## config.mk

```make
export PLATFORM = sky130hd
export DESIGN_NAME = ifu
export DESIGN_NICKNAME = d
export VERILOG_FILES = /design/src/rtl/ifu_pkg.sv /design/src/rtl/ifu_fifo.sv /design/src/rtl/ifu.sv
export SDC_FILE = /design/constraint.sdc
export NUM_CORES = 1
export LEC_CHECK = 0
export CAP_MARGIN = 10
export CORE_MARGIN = 1
export CORE_UTILIZATION = 55
export DETAILED_ROUTE_END_ITERATION = 10
export PLACE_DENSITY = 0.83
export SYNTH_ARGS = -nofsm -noshare
export SYNTH_HDL_FRONTEND = slang
export SYNTH_SLANG_ARGS = --single-unit
```

## constraint.sdc

```tcl
create_clock -name clk -period 6.63 [get_ports clk]
set_clock_uncertainty 0.1 [all_clocks]
set_input_delay 1.326 -clock clk [delete_from_list [all_inputs] [get_ports clk]]
set_output_delay 1.326 -clock clk [all_outputs]
set_load 0.02 [all_outputs]
```

## src/rtl/ifu_pkg.sv

```systemverilog
// Shared types and constants for the instruction fetch unit.
package ifu_pkg;
  localparam int unsigned XLEN  = 32;
  localparam int unsigned CNT_W = 2;

  localparam logic [XLEN-1:0] NOP_INSTR = XLEN'(32'h0000_0013);

  typedef enum logic [2:0] {
    ST_REQ  = 3'd0,
    ST_WAIT = 3'd1,
    ST_DROP = 3'd2,
    ST_TRAP = 3'd3,
    ST_HALT = 3'd4
  } ifu_state_e;

  typedef struct packed {
    logic [XLEN-1:0] pc;
    logic [XLEN-1:0] instr;
    logic            misalign;
  } ifu_entry_t;
endpackage

```

## src/rtl/ifu_fifo.sv

```systemverilog
// Two-entry fetch queue with push, pop, flush and occupancy count.
module ifu_fifo
  import ifu_pkg::*;
(
  input  logic             clk,
  input  logic             rst_n,
  input  logic             i_push,
  input  ifu_entry_t       i_push_entry,
  input  logic             i_pop,
  input  logic             i_flush,
  output logic [CNT_W-1:0] o_count,
  output ifu_entry_t       o_head
);
  ifu_entry_t       r_mem [2];
  logic             r_wr_ptr;
  logic             r_rd_ptr;
  logic [CNT_W-1:0] r_count;

  // Flush wins over push/pop; the caller never pushes in a flush cycle.
  always_ff @(posedge clk or negedge rst_n) begin
    if (!rst_n) begin
      r_mem[0] <= '0;
      r_mem[1] <= '0;
      r_wr_ptr <= 1'b0;
      r_rd_ptr <= 1'b0;
      r_count  <= '0;
    end else if (i_flush) begin
      r_wr_ptr <= 1'b0;
      r_rd_ptr <= 1'b0;
      r_count  <= '0;
    end else begin
      if (i_push) begin
        r_mem[r_wr_ptr] <= i_push_entry;
        r_wr_ptr        <= ~r_wr_ptr;
      end
      if (i_pop) begin
        r_rd_ptr <= ~r_rd_ptr;
      end
      if (i_push && !i_pop) begin
        r_count <= r_count + CNT_W'(1);
      end else if (!i_push && i_pop) begin
        r_count <= r_count - CNT_W'(1);
      end
    end
  end

  assign o_count = r_count;
  assign o_head  = (r_count != '0) ? r_mem[r_rd_ptr] : '0;
endmodule

```

## src/rtl/ifu.sv

```systemverilog
// Instruction fetch unit: fetch PC, single-outstanding imem handshake, 2-entry decode queue.
// Optional misaligned-redirect trap is enabled by defining IFU_MISALIGN_TRAP_EN.
module ifu
  import ifu_pkg::*;
#(
  parameter logic [XLEN-1:0] RESET_PC  = 32'h0000_0000,
  parameter int unsigned     BUF_DEPTH = 2
) (
  input  logic            clk,
  input  logic            rst_n,
  input  logic            redirect_valid,
  input  logic [XLEN-1:0] redirect_pc,
  output logic            imem_req,
  output logic [XLEN-1:0] imem_addr,
  input  logic            imem_gnt,
  input  logic            imem_rvalid,
  input  logic [XLEN-1:0] imem_rdata,
  output logic            if_valid,
  input  logic            if_ready,
  output logic [XLEN-1:0] instruction,
  output logic [XLEN-1:0] pc_out,
  output logic            fetch_misalign
);
  ifu_state_e       r_state;
  ifu_state_e       w_state_nxt;
  logic [XLEN-1:0]  r_fetch_pc;
  logic [XLEN-1:0]  w_fetch_pc_nxt;
  logic [XLEN-1:0]  r_req_pc;
  logic [XLEN-1:0]  w_req_pc_nxt;
  logic [XLEN-1:0]  w_redirect_pc;
  logic             r_run;
  logic             w_grant;
  logic             w_push;
  logic             w_pop;
  logic             w_flush;
  ifu_entry_t       w_push_entry;
  ifu_entry_t       w_head;
  logic [CNT_W-1:0] w_count;

`ifdef IFU_MISALIGN_TRAP_EN
  logic w_misalign_redir;
  assign w_redirect_pc    = redirect_pc;
  assign w_misalign_redir = (redirect_pc[1:0] != 2'b00);
`else
  assign w_redirect_pc = redirect_pc & ~XLEN'(3);
`endif

  // r_run keeps the request low while reset is held and releases it on the first edge after.
  assign imem_req  = r_run && (r_state == ST_REQ) && (w_count < CNT_W'(BUF_DEPTH));
  assign imem_addr = r_fetch_pc;
  assign w_grant   = imem_req && imem_gnt;
  assign if_valid  = (w_count != '0);
  assign w_pop     = if_valid && if_ready && !redirect_valid;

  always_ff @(posedge clk or negedge rst_n) begin
    if (!rst_n) begin
      r_state    <= ST_REQ;
      r_fetch_pc <= RESET_PC;
      r_req_pc   <= '0;
      r_run      <= 1'b0;
    end else begin
      r_state    <= w_state_nxt;
      r_fetch_pc <= w_fetch_pc_nxt;
      r_req_pc   <= w_req_pc_nxt;
      r_run      <= 1'b1;
    end
  end

  always_comb begin
    w_state_nxt    = r_state;
    w_fetch_pc_nxt = r_fetch_pc;
    w_req_pc_nxt   = r_req_pc;
    w_push         = 1'b0;
    w_push_entry   = '0;
    w_flush        = 1'b0;
    if (redirect_valid) begin
      w_flush        = 1'b1;
      w_fetch_pc_nxt = w_redirect_pc;
      unique case (r_state)
        ST_REQ:           w_state_nxt = w_grant ? ST_DROP : ST_REQ;
        // A response arriving alongside the redirect is the stale one; drop it now.
        ST_WAIT, ST_DROP: w_state_nxt = imem_rvalid ? ST_REQ : ST_DROP;
        default:          w_state_nxt = ST_REQ;
      endcase
`ifdef IFU_MISALIGN_TRAP_EN
      if (w_misalign_redir) begin
        w_state_nxt = ST_TRAP;
      end
`endif
    end else begin
      unique case (r_state)
        ST_REQ: begin
          if (w_grant) begin
            w_fetch_pc_nxt = r_fetch_pc + XLEN'(4);
            w_req_pc_nxt   = r_fetch_pc;
            w_state_nxt    = ST_WAIT;
          end
        end
        ST_WAIT: begin
          if (imem_rvalid) begin
            w_push                = 1'b1;
            w_push_entry.pc       = r_req_pc;
            w_push_entry.instr    = imem_rdata;
            w_push_entry.misalign = 1'b0;
            w_state_nxt           = ST_REQ;
          end
        end
        ST_DROP: begin
          if (imem_rvalid) begin
            w_state_nxt = ST_REQ;
          end
        end
`ifdef IFU_MISALIGN_TRAP_EN
        ST_TRAP: begin
          w_push                = 1'b1;
          w_push_entry.pc       = r_fetch_pc;
          w_push_entry.instr    = NOP_INSTR;
          w_push_entry.misalign = 1'b1;
          w_state_nxt           = ST_HALT;
        end
        ST_HALT: w_state_nxt = ST_HALT;
`endif
        default: w_state_nxt = ST_REQ;
      endcase
    end
  end

  ifu_fifo u_fifo (
    .clk          (clk),
    .rst_n        (rst_n),
    .i_push       (w_push),
    .i_push_entry (w_push_entry),
    .i_pop        (w_pop),
    .i_flush      (w_flush),
    .o_count      (w_count),
    .o_head       (w_head)
  );

  assign instruction    = w_head.instr;
  assign pc_out         = w_head.pc;
  assign fetch_misalign = w_head.misalign;
endmodule
```

; ---- After elaboration in Yosys (flattened, before gate mapping)
; Index checks and enable logic that the tools add are counted.
[totals]
regBits = 202
output_inout_bits = 99
elab_cells = 84
[op_classes]
order_cmp = 4
reduce_logical = 23
mux = 31
eq_ne = 4
add_sub_neg = 3
bitwise_logic = 6
[op_table]
columns = operator, n
row1 = 2-to-1 mux 65 bit, 8
row2 = bitwise mux 130 bit, 1
row3 = 2-to-1 mux 32 bit, 3
row4 = demux 65 bit (select 1 bit), 1
row5 = adder 32 x 3 -> 32 bit (second input constant), 1
row6 = 2-to-1 mux 2 bit, 5
row7 = nonzero test 2 bit, 5
row8 = 2-to-1 mux 3 bit, 3
row9 = logical AND 1 bit, 8
row10 = 2-to-1 mux 1 bit, 8
row11 = case mux 3 bit (2 select lines), 1
row12 = AND reduction 2 bit, 3
row13 = >= comparator 2 bit (second input constant), 2
row14 = NOT 1 bit, 4
row15 = NOT 1 -> 2 bit, 2
row16 = case mux 2 bit (2 select lines), 1
row17 = equality test 3 x 1 -> 1 bit (second input constant), 1
row18 = equality test 3 x 2 -> 1 bit (second input constant), 1
row19 = zero test 1 bit, 3
row20 = zero test 3 bit, 1
row21 = != test 3 x 1 -> 1 bit (second input constant), 1
row22 = != test 3 bit (second input constant), 1
row23 = AND reduction 3 bit, 1
row24 = nonzero test 3 bit, 1
row25 = 5 further kinds, 5

; ---- Logic depth before layout (Yosys ltp)
; Gate-level depths: netlist (run 1).
[logic_depth]
depth_word = 8
mapped_depth = 8

; ---- Cells and area by module
; A second synthesis (run 1) with hierarchy kept.
[unflattened]
hier_cells = 802
area_unflattened_um2 = 9557.9
[modules_own_cells]
columns = module, area_each_um2, cells_per_inst, instances
row1 = ifu_fifo, 6045.8, 438, 1
row2 = ifu, 3512.1, 364, 1

; ---- Least setup slack after synthesis (run 1)
; Ideal clock, no wire load.
[synth_timing]
path_type = register to output
startpoint = register u_fifo.r_rd_ptr
endpoint = output port pc_out[1]
n_path_buf = 3
required_ns = 5.204
stages_incl_launch_ff = 6
arrival_time_ns = 1.798
path_slack_ns = 3.406
cell_sequence = dfrtp_1 -> clkbuf_1 -> clkbuf_1 -> mux2i_1 -> nor2_1 -> buf_4
[synth_via]
elab_chain_len = 5
[synth_rtl]
columns = item, line_no
row1 = start: declaration, ifu_fifo.sv:16  ; logic r_rd_ptr;
row2 = start signal: assignment, ifu_fifo.sv:37  ; r_rd_ptr <= ~r_rd_ptr;
row3 = NOT 1 -> 2 bit (implied by the code), ifu_fifo.sv:48  ; assign o_head = (r_count != '0) ? r_mem[r_rd_ptr] : '0;
row4 = 2-to-1 mux 65 bit (implied by the code) (3 in a row), ifu_fifo.sv:48
row5 = 2-to-1 mux 65 bit, ifu_fifo.sv:48
row6 = end: declaration, ifu.sv:21  ; output logic [XLEN-1:0] pc_out,
; No other way between the ends. The select of a mux whose other input is x is not followed.

; ---- Worst setup path in the final report (run 1)
[layout_timing]
startpoint = register u_fifo.r_count[0] (netlist: u_fifo.o_count[0])
endpoint = output port if_valid
[layout_via]
elab_chain_len = 1
[layout_rtl]
columns = item, line_no
row1 = start: declaration, ifu_fifo.sv:17  ; logic [CNT_W-1:0] r_count;
row2 = start signal: assignment, ifu_fifo.sv:40  ; r_count <= r_count + CNT_W'(1);
row3 = start signal: assignment, ifu_fifo.sv:42  ; r_count <= r_count - CNT_W'(1);
row4 = nonzero test 2 bit, ifu.sv:52  ; assign if_valid = (w_count != '0);
row5 = end: declaration, ifu.sv:18  ; output logic if_valid,
; No other way between the ends.

==> run summary, run 1 <==
Outcome - complete, no violations
Synth cell types - 40
Row count - 45
CTS tree - yes
Die W - 128.6 um
Final hold violations - 0
Pre-antenna DRT Iters - 4
WP data arrival - 2760 ps
Via Count - 6192
GRT Overall Usage - 25.46%
Worst-skew pair later-pin latency - 430 ps
# hold bufs at CTS - 0
Top FF cell, synth - dfrtp_1
Placer Congestion - 0.7653
Clock share of power - 29.4%
Crit path time final - 4181 ps
Post-synthesis xor/xnor area fraction - 1.391%
Crit Path Class - register to primary output
Fillers - 1052
Worst Max-Slew Pin Slew - 1225 ps
Mapped cell area - 8813 um^2
Initial antenna violation count - 0
Max_slew headroom - 18.34%
Wire length per cell - 18.23 um
Global-route wire length before repair - 32260 um
Mapped Avg Cell Area - 12.17 um^2
Crit path launch - u_fifo.o_count[0]
Initial core utilization - 57.13%
Simple-Gate Fraction of Synth Area - 9.639%
R2r endpoint - imem_addr[24]
Worst hold path depth - 1
YS warnings - 0
Critical path launch point type - register
H-tree depth - 4
Core ar. - 15430 um^2
Area of the multi-input gates - 3762 um^2
Max-slew violation count - 0
FF+latch area - 4833 um^2
Final WL - 19890 um
TritonCTS buffer count - 17
Largest net degree at the start of global routing - 138
NetSw - 1.003 mW
Hold EP - u_fifo.r_mem[34]
Number of remaining DRC errors - 0
Dpl hpwl - 12690 um
Grt ovf - 0
Peak supply drop - 248.1 uV
Ys async rst share - 100.0%
CP Capture Type - primary output
Vias in the first global route - 6493
CP max FO - 44
Starting DRT DRC Count - 320
Dpl cells - 1059
Port bufs - 163
ANT cells - 0
Register area share after synthesis - 54.80%
R2R Path Start - r_state[1]
Comb power frac - 22.7%
Setup TNS Final - 0 ps
Final Non-Filler Cells - 1091
Reg power frac - 48.0%
Compound-Gate Fraction of Synth Area - 3.578%
Post-Synth Adder-Cell Area - 0.7098%
Mapped Cells - 724
FF+latch count, synth - 193
R2r setup slk - 3360 ps
Vias per cell - 5.676
EDFF count, synth - 0
Setup bufs post-CTS - 0
Max Freq - 0.2392 GHz
Top-Level Pins - 169
Pint - 2.579 mW
Post-DRT Antenna Nets - 0
CTS Root Cell - clkbuf_16
Largest family of logic cells by synthesized area - multiplexers
Hold Crit Start - u_fifo.r_mem[34]
Leak - 4.736 nW
Chip Height - 128.6 um
Min-delay worst type - register to register
RSZ-0062 raised after global routing - false
Clock transition at path regs - 60 ps
R2R depth - 6
Final nets - 942
WP data required - 5200 ps
Post-synthesis mux area share - 26.94%
Fraction of layout cells with a size suffix above 1 - 22.27%
# Max-Cap Violations - 0
P&R area growth vs syn - 27.03%
Clk buf depth - 2
Final-report setup violation count - 0
Die area - 16530 um^2
Post_cts resized - 0
Final Cycle Share - 63.07%
PwrDens - 319.9 nW/um^2
Switching Fraction - 28.00%
TritonCTS Sinks - 193
## power by group through the flow
stage | clock (mW) | sequential, mW | combinational [mW]
finish | 1.05 | 1.72 | 0.811
global route | 1.12 | 1.76 | 0.887
CTS | 1.06 | 1.72 | 0.822
detailed placement | 0 | 1.74 | 0.813
global placement | 0 | 1.70 | 0.776
floorplan | 0 | 1.67 | 0.553
## sequential cells by signal, indices dropped and copies added, names as in the netlist
| signal | flops |
|---|---|
| u_fifo.r_wr_ptr | 1 |
| r_run | 1 |
| u_fifo.o_count | 2 |
| u_fifo.r_rd_ptr | 1 |
| r_req_pc | 30 |
| u_fifo.r_mem | 126 |
| imem_addr | 30 |
| r_state | 2 |
## worst max path at each step
stage                             end  slack, ps  cells after the start
floorplan                   pc_out[1]       3410                      5
global placement    u_fifo.o_count[1]       2340                      7
detailed placement  u_fifo.o_count[1]       2260                      7
CTS                          if_valid       2410                      4
global route                 if_valid       2300                      4
finish                       if_valid       2450                      4
## worst max-delay path, cell delays in order (launching register included)
cell and delay [ps]:
dfrtp_1 440, nor2_4 570, buf_4 560, inv_1 170, clkdlybuf4s50_1 580
## cells in the mapped netlist (all sizes together) (2+ instances only)
cell	instances	area share (%)
dfrtp	193	55
mux2	154	20
nor2	88	3.7
mux2i	64	7.3
clkbuf	32	1.4
nand2	29	1.2
o21ai	21	1.2
buf	15	0.94
nand3	14	0.80
a31oi	13	0.92
inv	13	0.55
or4	13	1.1
nand4	8	0.64
or3	8	0.57
o31ai	7	0.60
xnor2	7	0.70
xor2	7	0.70
nor3	6	0.34
a21oi	5	0.28
ha	5	0.71
nor4	3	0.21
and4	2	0.20
conb	2	0.085
nor2b	2	0.14
o211ai	2	0.17
## layer usage
layer  global-route usage, %  part of all wire (%)  up-vias
met5                       0                     0        -
met4                   8.166                   1.2        0
met3                   5.073                   5.1       20
met2                   43.78                    51      184
met1                   32.48                    43     3157
li1                        -                     -     2831
## placed cells by master, fill, tap and decap left out, types with 2 or more instances in the layout
| cell type | synthesis | routed |
|---|---|---|
| nor2_1 | 88 | 86 |
| o211ai_1 | 2 | 2 |
| conb_1 | 2 | 4 |
| clkbuf_8 | 0 | 4 |
| nand2_1 | 29 | 28 |
| inv_1 | 13 | 13 |
| buf_4 | 4 | 6 |
| dfrtp_1 | 193 | 192 |
| mux2i_1 | 64 | 64 |
| xnor2_1 | 7 | 7 |
| or4_1 | 13 | 13 |
| o31ai_1 | 7 | 7 |
| nor4_1 | 3 | 3 |
| a21oi_1 | 5 | 5 |
| nor2b_1 | 2 | 2 |
| clkbuf_1 | 32 | 3 |
| xor2_1 | 7 | 7 |
| nand4_1 | 7 | 7 |
| clkinv_2 | 0 | 3 |
| clkdlybuf4s50_1 | 0 | 162 |
| ha_1 | 5 | 5 |
| mux2_2 | 154 | 154 |
| nand3_1 | 14 | 14 |
| nor2_4 | 0 | 2 |
| a31oi_1 | 13 | 13 |
| and4_1 | 2 | 2 |
| o21ai_0 | 21 | 21 |
| or3_1 | 8 | 8 |
| bufinv_16 | 0 | 3 |
| clkbuf_16 | 0 | 17 |
| clkinvlp_4 | 0 | 2 |
| nor3_1 | 6 | 5 |
## kinds of logic (layout without fill, tap and decap cells)
logic type               count (synthesis)  in the layout
flip-flops                             193            193
multiplexers                           218            218
AO/OA/AOI/OAI                           52             52
AND/OR/NAND/NOR                        180            180
buffers and inverters                   60            214
XOR/XNOR                                14             14
other                                    2              4
adder cells (fa/ha/maj)                  5              5
## through the flow
stage | area, um^2 | setup WS [ps] | power (mW) | utilization (%) | hold slack (ps)
finish | 11200 | 2449 | 3.582 | 72.57 | 400.4
global placement | 10590 | 2338 | 2.475 | 68.64 | 368.1
floorplan | 8821 | 3406 | 2.221 | - | 353.3
global route | 11200 | 2301 | 3.773 | 72.57 | 412.3
detailed placement | 10590 | 2256 | 2.548 | 68.64 | 393.3
CTS | 11200 | 2411 | 3.604 | 72.57 | 407.3
## area by class of cell
class / instances / share of cell area (%)
timing repair buffer: 169 / 15.01
sequential: 193 / 43.17
clock buffer: 23 / 4.269
tap: 211 / 2.358
multi-input combinational: 473 / 33.61
clock inverter: 9 / 1.151
inverter: 13 / 0.4359
Note: power is estimated with default switching activity, not from simulation.
==> inputs of run 2 (changes only) <==
--- a/config.mk
+++ b/config.mk
@@ -7,9 +7,9 @@
 export LEC_CHECK = 0
 export CAP_MARGIN = 10
 export CORE_MARGIN = 1
-export CORE_UTILIZATION = 55
+export CORE_UTILIZATION = 52
 export DETAILED_ROUTE_END_ITERATION = 10
-export PLACE_DENSITY = 0.83
+export PLACE_DENSITY = 0.79
 export SYNTH_ARGS = -nofsm -noshare
 export SYNTH_HDL_FRONTEND = slang
 export SYNTH_SLANG_ARGS = --single-unit
==> constraint.sdc (replaced) <==
create_clock -name clk -period 3.85 [get_ports clk]
set_clock_uncertainty 0.1 [all_clocks]
set_input_delay 0.77 -clock clk [delete_from_list [all_inputs] [get_ports clk]]
set_output_delay 0.77 -clock clk [all_outputs]
set_load 0.02 [all_outputs]
==> run summary, run 2 (synthesis results as in run 1) <==
RSZ-0062 raised after global routing - false
TritonCTS buffer count - 17
Critical path launch point type - register
Max reg flops - 126
Port bufs - 163
Area of the multi-input gates - 3767 um^2
Slowest CP cell - dfrtp_4
GRT Overall Usage - 23.91%
TritonCTS Sinks - 193
Post_cts resized - 0
Die area - 17470 um^2
WP data arrival - 2480 ps
Initial core utilization - 53.15%
Fraction of layout cells with a size suffix above 1 - 22.71%
Min-delay worst type - primary input to asynchronous set/reset pin
Via Count - 6207
Row count - 47
CP max FO - 24
Max_slew headroom - 36.78%
Clock share of power - 28.4%
Largest Register - u_fifo.r_mem
Wire length per cell - 18.15 um
Initial antenna violation count - 1
Crit-path cells - buf_4 -> mux2i_1 -> nor2_1 -> clkdlybuf4s50_1
Top-Level Pins - 169
Most common cell after layout, fill and taps aside - dfrtp_1
Pre-antenna DRT Iters - 5
Clk buf depth - 2
CTS tree - yes
Final WL - 20070 um
Max Freq - 0.2983 GHz
Clock transition at path regs - 60 ps
CP Capture Type - primary output
Crit Path Class - register to primary output
Final nets - 947
Reg power frac - 48.0%
Slowest cell delay on critical path - 650 ps
P&R area growth vs syn - 27.83%
Vias per cell - 5.612
PwrDens - 542.5 nW/um^2
CTS Root Cell - clkbuf_16
# Max-Cap Violations - 0
Dpl hpwl - 13240 um
Setup TNS Final - 0 ps
NetSw - 1.724 mW
Core ar. - 16580 um^2
H-tree depth - 4
Pint - 4.388 mW
Outcome - complete, no violations
Fillers - 1209
FF+latch area - 4833 um^2
Starting DRT DRC Count - 316
Leak - 4.784 nW
Vias in the first global route - 6502
Grt ovf - 0
Largest net degree at the start of global routing - 98
Comb power frac - 23.6%
Minimum hold slack - 261.3 ps
# hold bufs at CTS - 0
R2R depth - 6
Final Cycle Share - 87.07%
Placer Congestion - 0.8215
Final-report setup violation count - 0
Switching Fraction - 28.21%
Crit path time final - 3352 ps
Commonest cells after routing, fill and taps aside - dfrtp_1, clkdlybuf4s50_1, mux2_2
Global-route wire length before repair - 32800 um
Post-DRT Antenna Nets - 0
Chip Height - 132.2 um
Setup bufs post-CTS - 0
Worst Max-Slew Pin Slew - 948.4 ps
WP data required - 2980 ps
Peak supply drop - 361.2 uV
Worst-skew pair later-pin latency - 430 ps
Max-slew violation count - 0
Number of remaining DRC errors - 0
Final hold violations - 0
Die W - 132.2 um
## run 2: power by group through the flow
stage | sequential, mW | clock (mW) | combinational (mW)
floorplan | 2.87 | 0 | 0.952
global placement | 2.90 | 0 | 1.38
detailed placement | 2.96 | 0 | 1.45
CTS | 2.93 | 1.77 | 1.46
global route | 3.01 | 1.86 | 1.57
finish | 2.93 | 1.73 | 1.44
## run 2: path summary, 6_finish.rpt
path                                       start               end  slack [ps]
worst max-delay path             u_fifo.r_rd_ptr   instruction[17]         500
worst min-delay path                       rst_n  u_fifo.r_mem[10]         260
worst max register to register        r_state[1]     imem_addr[23]        1080
worst min register to register  u_fifo.r_mem[92]  u_fifo.r_mem[92]         410
max in group asynchronous                  rst_n  u_fifo.r_mem[18]        2390
min in group clk                u_fifo.r_mem[92]  u_fifo.r_mem[92]         410
## run 2: critical path, delay by kind of cell (launching register included)
kind | cells | cell delay, ps
flip-flops | 1 | 650
multiplexers | 1 | 150
AND/OR/NAND/NOR | 1 | 130
buffers and inverters | 2 | 1120
## run 2: layout make-up
| class | instances | share of cell area, % |
|---|---|---|
| tap | 220 | 2.443 |
| clock buffer | 23 | 4.243 |
| inverter | 13 | 0.4331 |
| timing repair buffer | 174 | 15.58 |
| clock inverter | 9 | 0.9329 |
| sequential | 193 | 42.90 |
| multi-input combinational | 473 | 33.44 |
| antenna | 1 | 0.02221 |
## run 2: per-stage QoR
step           setup WS (ps)  power (mW)  utilization [%]  cells  instance area (um^2)
6_report               497.8       6.112            67.93   1106                 11270
4_1_cts                478.4       6.160            67.92   1105                 11260
5_1_grt                383.6       6.436            67.93   1106                 11270
3_3_place_gp           579.6       4.282            64.40   1073                 10680
2_1_floorplan           1182       3.825                -    726                  8821
3_5_place_dp           549.6       4.409            64.40   1073                 10680
## run 2: metal layers
metal	part of all wire, %	wire length, um	up-vias	global-route usage (%)
met5	0	0	-	0
met4	0.93	187	0	7.791
met3	5.1	1026	20	4.998
met2	50	10110	209	40.45
met1	44	8751	3134	30.79
li1	-	-	2844	-
==> inputs of run 3 (changes only) <==
--- a/config.mk
+++ b/config.mk
@@ -5,11 +5,12 @@
 export SDC_FILE = /design/constraint.sdc
 export NUM_CORES = 1
 export LEC_CHECK = 0
+export ABC_AREA = 1
 export CAP_MARGIN = 10
 export CORE_MARGIN = 1
-export CORE_UTILIZATION = 52
+export CORE_UTILIZATION = 53
 export DETAILED_ROUTE_END_ITERATION = 10
-export PLACE_DENSITY = 0.79
+export PLACE_DENSITY = 0.81
 export SYNTH_ARGS = -nofsm -noshare
 export SYNTH_HDL_FRONTEND = slang
 export SYNTH_SLANG_ARGS = --single-unit
==> run summary, run 3 <==
Register area share after synthesis - 52.27%
Global-route wire length before repair - 37000 um
Crit-path cells - buf_4 -> o21ai_0 -> a21oi_1 -> clkdlybuf4s50_1
Clk buf depth - 2
Max Freq - 0.2757 GHz
Number of remaining DRC errors - 0
Fraction of layout cells with a size suffix above 1 - 5.678%
YS warnings - 0
CP max FO - 40
Worst Max-Slew Pin Slew - 819.9 ps
P&R area growth vs syn - 25.27%
Most frequent cells after synthesis - nand2_1, dfrtp_1, o21ai_0, inv_1, a21oi_1
Placer Congestion - 0.9193
Die area - 17970 um^2
Leak - 5.254 nW
Mapped cell area - 9240 um^2
CP Capture Type - primary output
Die W - 134.0 um
Post-DRT Antenna Nets - 0
Worst-skew pair later-pin latency - 420 ps
Commonest cells after routing, fill and taps aside - nand2_1, dfrtp_1, clkdlybuf4s50_1
Clock transition at path regs - 70 ps
Final Cycle Share - 94.21%
WP data required - 2980 ps
FF+latch count, synth - 193
Row count - 47
Post_cts resized - 0
TritonCTS buffer count - 17
Initial core utilization - 54.94%
Initial antenna violation count - 0
Outcome - complete, no violations
EDFF count, synth - 0
Pre-CTS WS - 670.8 ps
R2r setup slk - 1760 ps
Dominant cell type by area after synthesis - dfrtp_1
WP data arrival - 2760 ps
Final WL - 22300 um
Final hold violations - 0
Max reg flops - 126
Top FF cell, synth - dfrtp_1
Top cells by area, synth - dfrtp_1, nand2_1, o21ai_0
TritonCTS Sinks - 193
Final core utilization - 68.82%
Port bufs - 163
Dpl cells - 1509
Crit path time final - 3627 ps
Crit Path Class - register to primary output
Peak supply drop - 378.9 uV
R2R depth - 9
Mapped Cells - 1174
Vias in the first global route - 7651
Slowest cell delay on critical path - 700 ps
Via Count - 8060
Most frequent cell after synthesis - nand2_1
Setup bufs post-CTS - 0
Buf/Inv on CP - 2
Final nets - 1383
Top-area cell type share of the netlist area - 52.27%
Most common cell after layout, fill and taps aside - nand2_1
Mapped Avg Cell Area - 7.871 um^2
Slowest CP cell - dfrtp_2
Final-report setup violation count - 0
H-tree depth - 4
RSZ-0062 raised after global routing - false
Final WS setup - 222.7 ps
Starting DRT DRC Count - 743
Final Non-Filler Cells - 1541
CTS Root Cell - clkbuf_16
Critical path launch point type - register
Dpl hpwl - 14620 um
Setup TNS Final - 0 ps
Vias per cell - 5.230
PwrDens - 545.0 nW/um^2
Chip Height - 134.0 um
Pre-antenna DRT Iters - 5
Min-delay worst type - primary input to asynchronous set/reset pin
Synth cell types - 31
Crit path launch - u_fifo.r_rd_ptr
GRT Overall Usage - 26.07%
Ys async rst share - 100.0%
CP top delay family - buffers and inverters
Top-Level Pins - 169
R2R Path Start - r_state[0]
Core ar. - 16820 um^2
Fillers - 1376
ANT cells - 0
Max-slew violation count - 0
Largest net degree at the start of global routing - 103
Wire length per cell - 14.47 um
CTS tree - yes
# hold bufs at CTS - 0
R2r endpoint - r_req_pc[11]
Largest Register - u_fifo.r_mem
# Max-Cap Violations - 0
Max_slew headroom - 45.34%
Grt ovf - 0
## run 3: cell count changes in the layout (fill, tap and decap cells not counted), sizes merged, moves of 12 or more
| cell | before | now |
|---|---|---|
| or4 | 13 | 0 |
| mux2i | 64 | 0 |
| o21ai | 21 | 171 |
| nor2 | 88 | 44 |
| inv | 14 | 113 |
| a21oi | 5 | 67 |
| nand3 | 14 | 49 |
| mux2 | 154 | 0 |
| a31oi | 13 | 1 |
| nand2 | 29 | 445 |
## run 3: report_power, final
part           switching, mW  internal, mW
clock network          0.768          1.04
registers              0.343          2.60
logic                  0.914         0.640
total                   2.03          4.28
## run 3: worst max-delay path by stage
stage                       to  slack, ps  depth (start not counted)
6_report             pc_out[0]        220                          4
5_1_grt        instruction[12]         60                          5
4_1_cts              pc_out[0]        210                          4
3_5_place_dp         pc_out[0]        670                          4
3_3_place_gp         pc_out[1]        680                          4
2_1_floorplan        pc_out[1]       1560                          5
## run 3: routing by layer
layer  global-route usage (%)  wire [um]  vias to the layer above
met5                        0          0                        -
met4                    9.363        464                        0
met2                    41.39      10490                      278
li1                         -          -                     3957
met1                    36.68      10090                     3788
met3                    3.779       1253                       37
## run 3: through the flow
step | hold slack (ps) | power (mW) | area (um^2)
2_1_floorplan | 353.4 | 3.901 | 9248
3_3_place_gp | 365.7 | 4.441 | 10970
3_5_place_dp | 372.9 | 4.513 | 10970
4_1_cts | 364.0 | 6.331 | 11570
5_1_grt | 390.8 | 6.686 | 11570
6_report | 328.8 | 6.308 | 11570
## run 3: cell type report
type	instances	area [um^2]	share of cell area [%]
repair buffers	177	1790	15.47
inverters	111	416.7	3.600
flip-flops and latches	193	4831	41.74
clock inverters	12	157.7	1.362
multi-input cells	808	3657	31.60
clock buffers	20	446.7	3.859
well taps	220	275.3	2.378
## run 3: kinds of logic (layout without fill, tap and decap cells)
family | after synthesis | count (layout) | share of synthesized area [%]
buffers and inverters | 175 | 320 | 8.341
AOI/OAI and AO/OA | 251 | 251 | 13.92
xor gates and xnor gates | 7 | 7 | 0.6635
adders and majority gates | 5 | 5 | 0.6770
DFF | 193 | 193 | 52.27
other | 2 | 4 | 0.08128
and+or+nand+nor | 541 | 541 | 24.05
==> RTL edit 1: new RTL, flow settings as in run 3 <==
`CNT_W`: 2 -> 4.
--- a/src/rtl/ifu_pkg.sv
+++ b/src/rtl/ifu_pkg.sv
@@ -3,3 +3,3 @@
   localparam int unsigned XLEN  = 32;
-  localparam int unsigned CNT_W = 2;
+  localparam int unsigned CNT_W = 4;
 
Formal check against the unedited RTL: no difference found for any inputs over 4 cycles, from zero or initial values and one cycle with rst_n low; that may be too few to reach the edited logic, so the function may still have changed.
==> RTL edit 1 against run 3 <==
- critical path depth increased by 3
- setup slack better by 280 ps
- hold slack got worse by 150 ps
- area after synthesis grew 5.5%
- sequential cell count rose by 2
- wire length grew 2.0%
- final area grew 4.5%
- first-iteration DRC count shrank 18%
- count of clock-buffer cells in the layout shrank 1
- critical endpoint is now pc_out[23]
- largest cell class unchanged
Power is not compared: it rests on default switching activity, and its combinational part moved more than twofold at a synthesized area within 25%.
==> RTL edit 1: results (changes against run 3) <==
SHARE_CLK_OF_TOTAL_POWER_PCT=20.4
DRT_PASS1_ITERATIONS=5  # unchanged
SYNTH_SEQ_AREA_SHARE_PCT=50.1  # -2.2 points
CTS_SETUP_BUFFERS=0  # unchanged
FINISH.NET_COUNT=1533  # +11%
STARTPOINT='u_fifo.r_rd_ptr$_DFFE_PN0P_'
POWER.SHARE.SEQUENTIAL_PCT=36.0
CTS_BUFFERS=17  # unchanged
DRIVE_GT1_SHARE_PCT=4.09  # -1.6 points
CTS_ROOT_BUF='clkbuf_16'
CRITICAL_PATH.REG2REG.STARTPOINT='u_fifo.o_count[2]$_DFFE_PN0P_'
WORST_IR_DROP_VDD_mV=0.524
YS_TYPES=29  # -6.5%
REGMOSTFLOPS='u_fifo.r_mem'
SYNTH_TOP_CELLS_BY_COUNT='nand2_1 (552), dfrtp_1 (195), inv_1 (180), o21ai_0 (174), nand3_1 (64)'
LEAKAGE_nW=6.29
R2R-END='u_fifo.o_count[3]$_DFFE_PN0P_'
HOLD_SLACK_PS=175  # -154 ps
GLOBALROUTETOTALUTIL_PCT=25.4  # -0.65 points
GLOBAL_ROUTE_WIRE_LENGTH_BEFORE_REPAIR_UM=37400  # +1.0%
LARGEST_REG_FLOPS=126  # unchanged
DRT-VIAS-PER-INSTANCE=5.09  # -2.6%
SYNTH-WARNING-COUNT=0  # unchanged
CRIT_PATH_END='pc_out[23]'
ANTENNA_FOUND_INITIAL=0  # unchanged
POST-DP-HPWL_UM=15200  # +4.2%
GRT_PASS1_VIAS=7806  # +2.0%
CRIT_PATH_MAX_INCR_DELAY_PS=630  # -70 ps
POWER.SHARE.SWITCHING_PCT=39.9
SYNTH.TOP_CELLS.BY_AREA='dfrtp_1 (50%), nand2_1 (21%), o21ai_0 (8.9%), inv_1 (6.9%), nand3_1 (3.3%)'
GRT_MAX_DEGREE=125  # +21%
NUM_ANTENNA_CELLS=0  # unchanged
PORTBUFFERS=163  # unchanged
CRIT_FANOUT=33  # -18%
POSTSYNTH.ASYNCRESETSHARE_PCT=100  # unchanged
PLACED_CELL_AREA_UM2=11500  # +4.8%
ROUTED_WL_UM=22700  # +2.0%
TIMING_WORST_SLEW_PIN_VALUE_PS=1160  # +338 ps
PRE_CTS_SLACK_PS=845  # +174 ps
CRITICAL_PATH.SLOWEST_CELL='dfrtp_2'
CRITPATHARRIVALTIME_PS=2480  # -280 ps
R2R_CELLS=15  # +6
CRITICAL_PATH.TOP_DELAY_FAMILY='buffers and inverters'
FINALCRITPERIODSHARE_PCT=87.0  # -7.2 points
CTS_H_TREE_LVLS=4  # unchanged
REG2REG_SLACK_PS=1240  # -520 ps
RUN_STATUS='complete, no violations'
MAX-CLOCK-PATH-BUFFERS=2  # unchanged
GLOBALPLACE.CONGESTION=0.914  # -0.60%
CLK-INSERTION-DELAY-LATE_PS=430
HP-CLASS='in -> async'
RESIZED_AFTER_CTS=0  # unchanged
DRT_FIRST_ITER_VIOLATIONS=608  # -18%
CLOCK_PIN_SLEW_WORST_SETUP_AND_HOLD_PATHS_PS=70  # about the same
-- RTL edit 1: changes by cell type after synthesis, sizes merged, moves of 2 or more --
cell,change
dfrtp,+2
o21ai,+3
buf,+3
nor2,+4
nand2,+111
ha,+2
inv,+71
nand3,+16
a21oi,-63
-- RTL edit 1: metal layers --
layer | routed length (um) | track usage, % | up-vias
met1 | 10200 | 35.5 | 4003
li1 | - | - | 4296
met3 | 1370 | 4.34 | 35
met4 | 401 | 8.55 | 0
met2 | 10800 | 40.2 | 302
met5 | 0 | 0 | -
-- RTL edit 1: per-stage QoR --
step	util (%)	total power [mW]	instances
after floorplan	-	5.54	1328
after global placement	63.8	7.01	1665
after detailed placement	63.8	7.14	1665
after CTS	67.1	8.98	1696
after global routing	67.1	9.58	1696
final	67.1	8.90	1696
-- RTL edit 1: worst reg2reg max path: stages, from the launching register on --
cell	delay [ps]
dfrtp_1	390
inv_1	90
nand2_2	70
nor2_4	120
nand2_2	280
buf_12	290
nand3_1	90
ha_1	220
inv_1	90
ha_1	270
nand2_1	60
nand2_1	50
a21oi_1	150
a21oi_1	80
o21ai_0	70
nand2_1	80
-- RTL edit 1: cells by family (layout without fill, tap and decap cells) --
logic type	count (synthesis)	after routing	share of synthesized area (%)
and+or+nand+nor	671	671	27.3
AOI/OAI and AO/OA	192	192	10.2
DFF	195	195	50.1
other	2	4	0.0770
xor gates and xnor gates	9	9	0.809
adders and majority gates	8	8	1.10
buffers and inverters	249	388	10.5
-- RTL edit 1: area by class of cell --
class,instances,area (um2)
timing repair buffer,175,1780
tap,229,287
clock buffer,19,453
sequential,195,4880
fill,1521,5920
clock inverter,12,155
inverter,182,683
multi-input combinational,884,3870
==> RTL edit 2: new RTL, settings of run 3 <==
Without the edit above. Make the reset (`rst_n`) synchronous in 2 clocked blocks.
--- a/src/rtl/ifu_fifo.sv
+++ b/src/rtl/ifu_fifo.sv
@@ -19,3 +19,3 @@
   // Flush wins over push/pop; the caller never pushes in a flush cycle.
-  always_ff @(posedge clk or negedge rst_n) begin
+  always_ff @(posedge clk) begin
     if (!rst_n) begin
--- a/src/rtl/ifu.sv
+++ b/src/rtl/ifu.sv
@@ -54,3 +54,3 @@
 
-  always_ff @(posedge clk or negedge rst_n) begin
+  always_ff @(posedge clk) begin
     if (!rst_n) begin
Function: differs if rst_n is asserted again (counterexample within 4 cycles, from zero or initial values and one cycle with rst_n low); with rst_n held inactive, the same outputs for 4 cycles.
==> RTL edit 2 against run 3 <==
- first-iteration DRC count shrank 9.6%
- hold slack better by 47 ps
- wire length fell by 1.8%
- register-to-register slack worse by 170 ps
- sequential cell count down 1
- final area down 2.2%
- area after synthesis shrank 3.4%
- sequential share of layout area grew 3.2 points
- highest routed layer unchanged
- setup slack better by 89 ps
Power is not compared: it rests on default switching activity, and its combinational part moved more than twofold at a synthesized area within 25%.
==> RTL edit 2: results (changes against run 3) <==
RUN_STATUS='complete, no violations'
HOLD_SLACK_PS=376  # +47.3 ps
LARGEST_REG_FLOPS=124  # -1.6%
TOTAL_NUMBER_OF_VIAS=7571  # -6.1%
CRITICAL_PATH.SLOWEST_CELL='nor2_4'
ROUTED_WL_UM=21900  # -1.8%
DRIVE_GT1_SHARE_PCT=5.80  # +0.13 points
USE_MET2_PCT=41.2  # -0.15 points
CRIT_PATH_MAX_INCR_DELAY_PS=680  # -20 ps
MOST_USED_DFF_POST_SYNTH='edfxtp_1'
PLACED_CELL_AREA_UM2=10700  # -2.1%
GRT_USE_MET3_PCT=4.27  # +0.49 points
SYNTH_TOP_CELLS_BY_COUNT='nand2_1 (252), edfxtp_1 (124), a21oi_1 (120), inv_1 (120), nor2_1 (106)'
FINISH.NET_COUNT=1268  # -8.3%
FINALCRITPERIODSHARE_PCT=91.9  # -2.3 points
PLACE_INST=1394  # -7.6%
CRITICAL_PATH.REG2REG.STARTPOINT='u_fifo.o_count[1]$_SDFFE_PP0P_'
SYNTH-EDFF-COUNT=124  # +124
R2R-END='u_fifo.o_count[1]$_SDFFE_PP0P_'
WIRELENGTH_MET1_UM=9620  # -4.7%
YS_TYPES=30  # -3.2%
GLOBAL_ROUTE_WIRE_LENGTH_BEFORE_REPAIR_UM=35200  # -4.8%
HP-CLASS='reg -> reg'
GRT_MAX_DEGREE=63  # -39%
SYNTH.TOP_CELLS.BY_AREA='edfxtp_1 (42%), dfxtp_1 (15%), nand2_1 (11%), a21oi_1 (6.7%), inv_1 (5.0%)'
CRITPATHARRIVALTIME_PS=2670  # -90 ps
GLOBALPLACE.CONGESTION=0.900  # -2.2%
SYNTHESIS.AREA_PER_INSTANCE_UM2=8.46  # +7.5%
REG2REG_SLACK_PS=1590  # -170 ps
ROUTE.MET2.WL_UM=10100  # -3.5%
POSTSYNTH.ASYNCRESETSHARE_PCT=0  # -100 points
PORTBUFFERS=161  # -1.2%
MET3WIRELENGTH_UM=1660  # +32%
## RTL edit 2: cell count changes after synthesis, sizes merged, moves of 18 or more
cell,run 3,this run
a21oi,67,120
buf,33,15
dfrtp,193,0
dfxtp,0,68
edfxtp,0,124
nand2,445,254
nor2,44,119
nor3,1,62
o21ai,171,53
## RTL edit 2: how the worst max path moves through the flow
stage,startpoint,endpoint,cells past startpoint
final,u_fifo.o_count[1]$_SDFFE_PP0P_,pc_out[13],4
after global routing,u_fifo.o_count[1]$_SDFFE_PP0P_,pc_out[13],4
after CTS,u_fifo.o_count[1]$_SDFFE_PP0P_,pc_out[13],4
after detailed placement,u_fifo.o_count[1]$_SDFFE_PP0P_,pc_out[13],4
after global placement,u_fifo.o_count[1]$_SDFFE_PP0P_,pc_out[13],4
after floorplan,redirect_valid,u_fifo.r_mem[0][10]$_SDFFCE_PN0P_,5
## RTL edit 2: area by class of cell
cell class / instances / area (um2)
Fill cell: 1311 / 5210
Sequential cell: 192 / 5090
Multi-Input combinational cell: 682 / 3140
Timing Repair Buffer: 175 / 1770
Inverter: 125 / 469
Clock buffer: 17 / 425
Tap cell: 220 / 275
Clock inverter: 15 / 158
## RTL edit 2: cells by family (layout without fill, tap and decap cells)
family,count (synthesis),in the layout,share of synthesized area (%)
and+or+nand+nor,483,483,22.9
DFF,192,192,57.0
buffers and inverters,185,332,8.23
AOI/OAI and AO/OA,179,179,10.1
xor gates and xnor gates,10,10,0.982
adders and majority gates,5,5,0.701
other,1,5,0.0420
## RTL edit 2: power breakdown
group	total, mW	internal [mW]	switching, mW
sequential	2.33	2.27	0.0569
combinational	0.382	0.163	0.219
clock	1.74	0.965	0.773
total	4.45	3.40	1.05
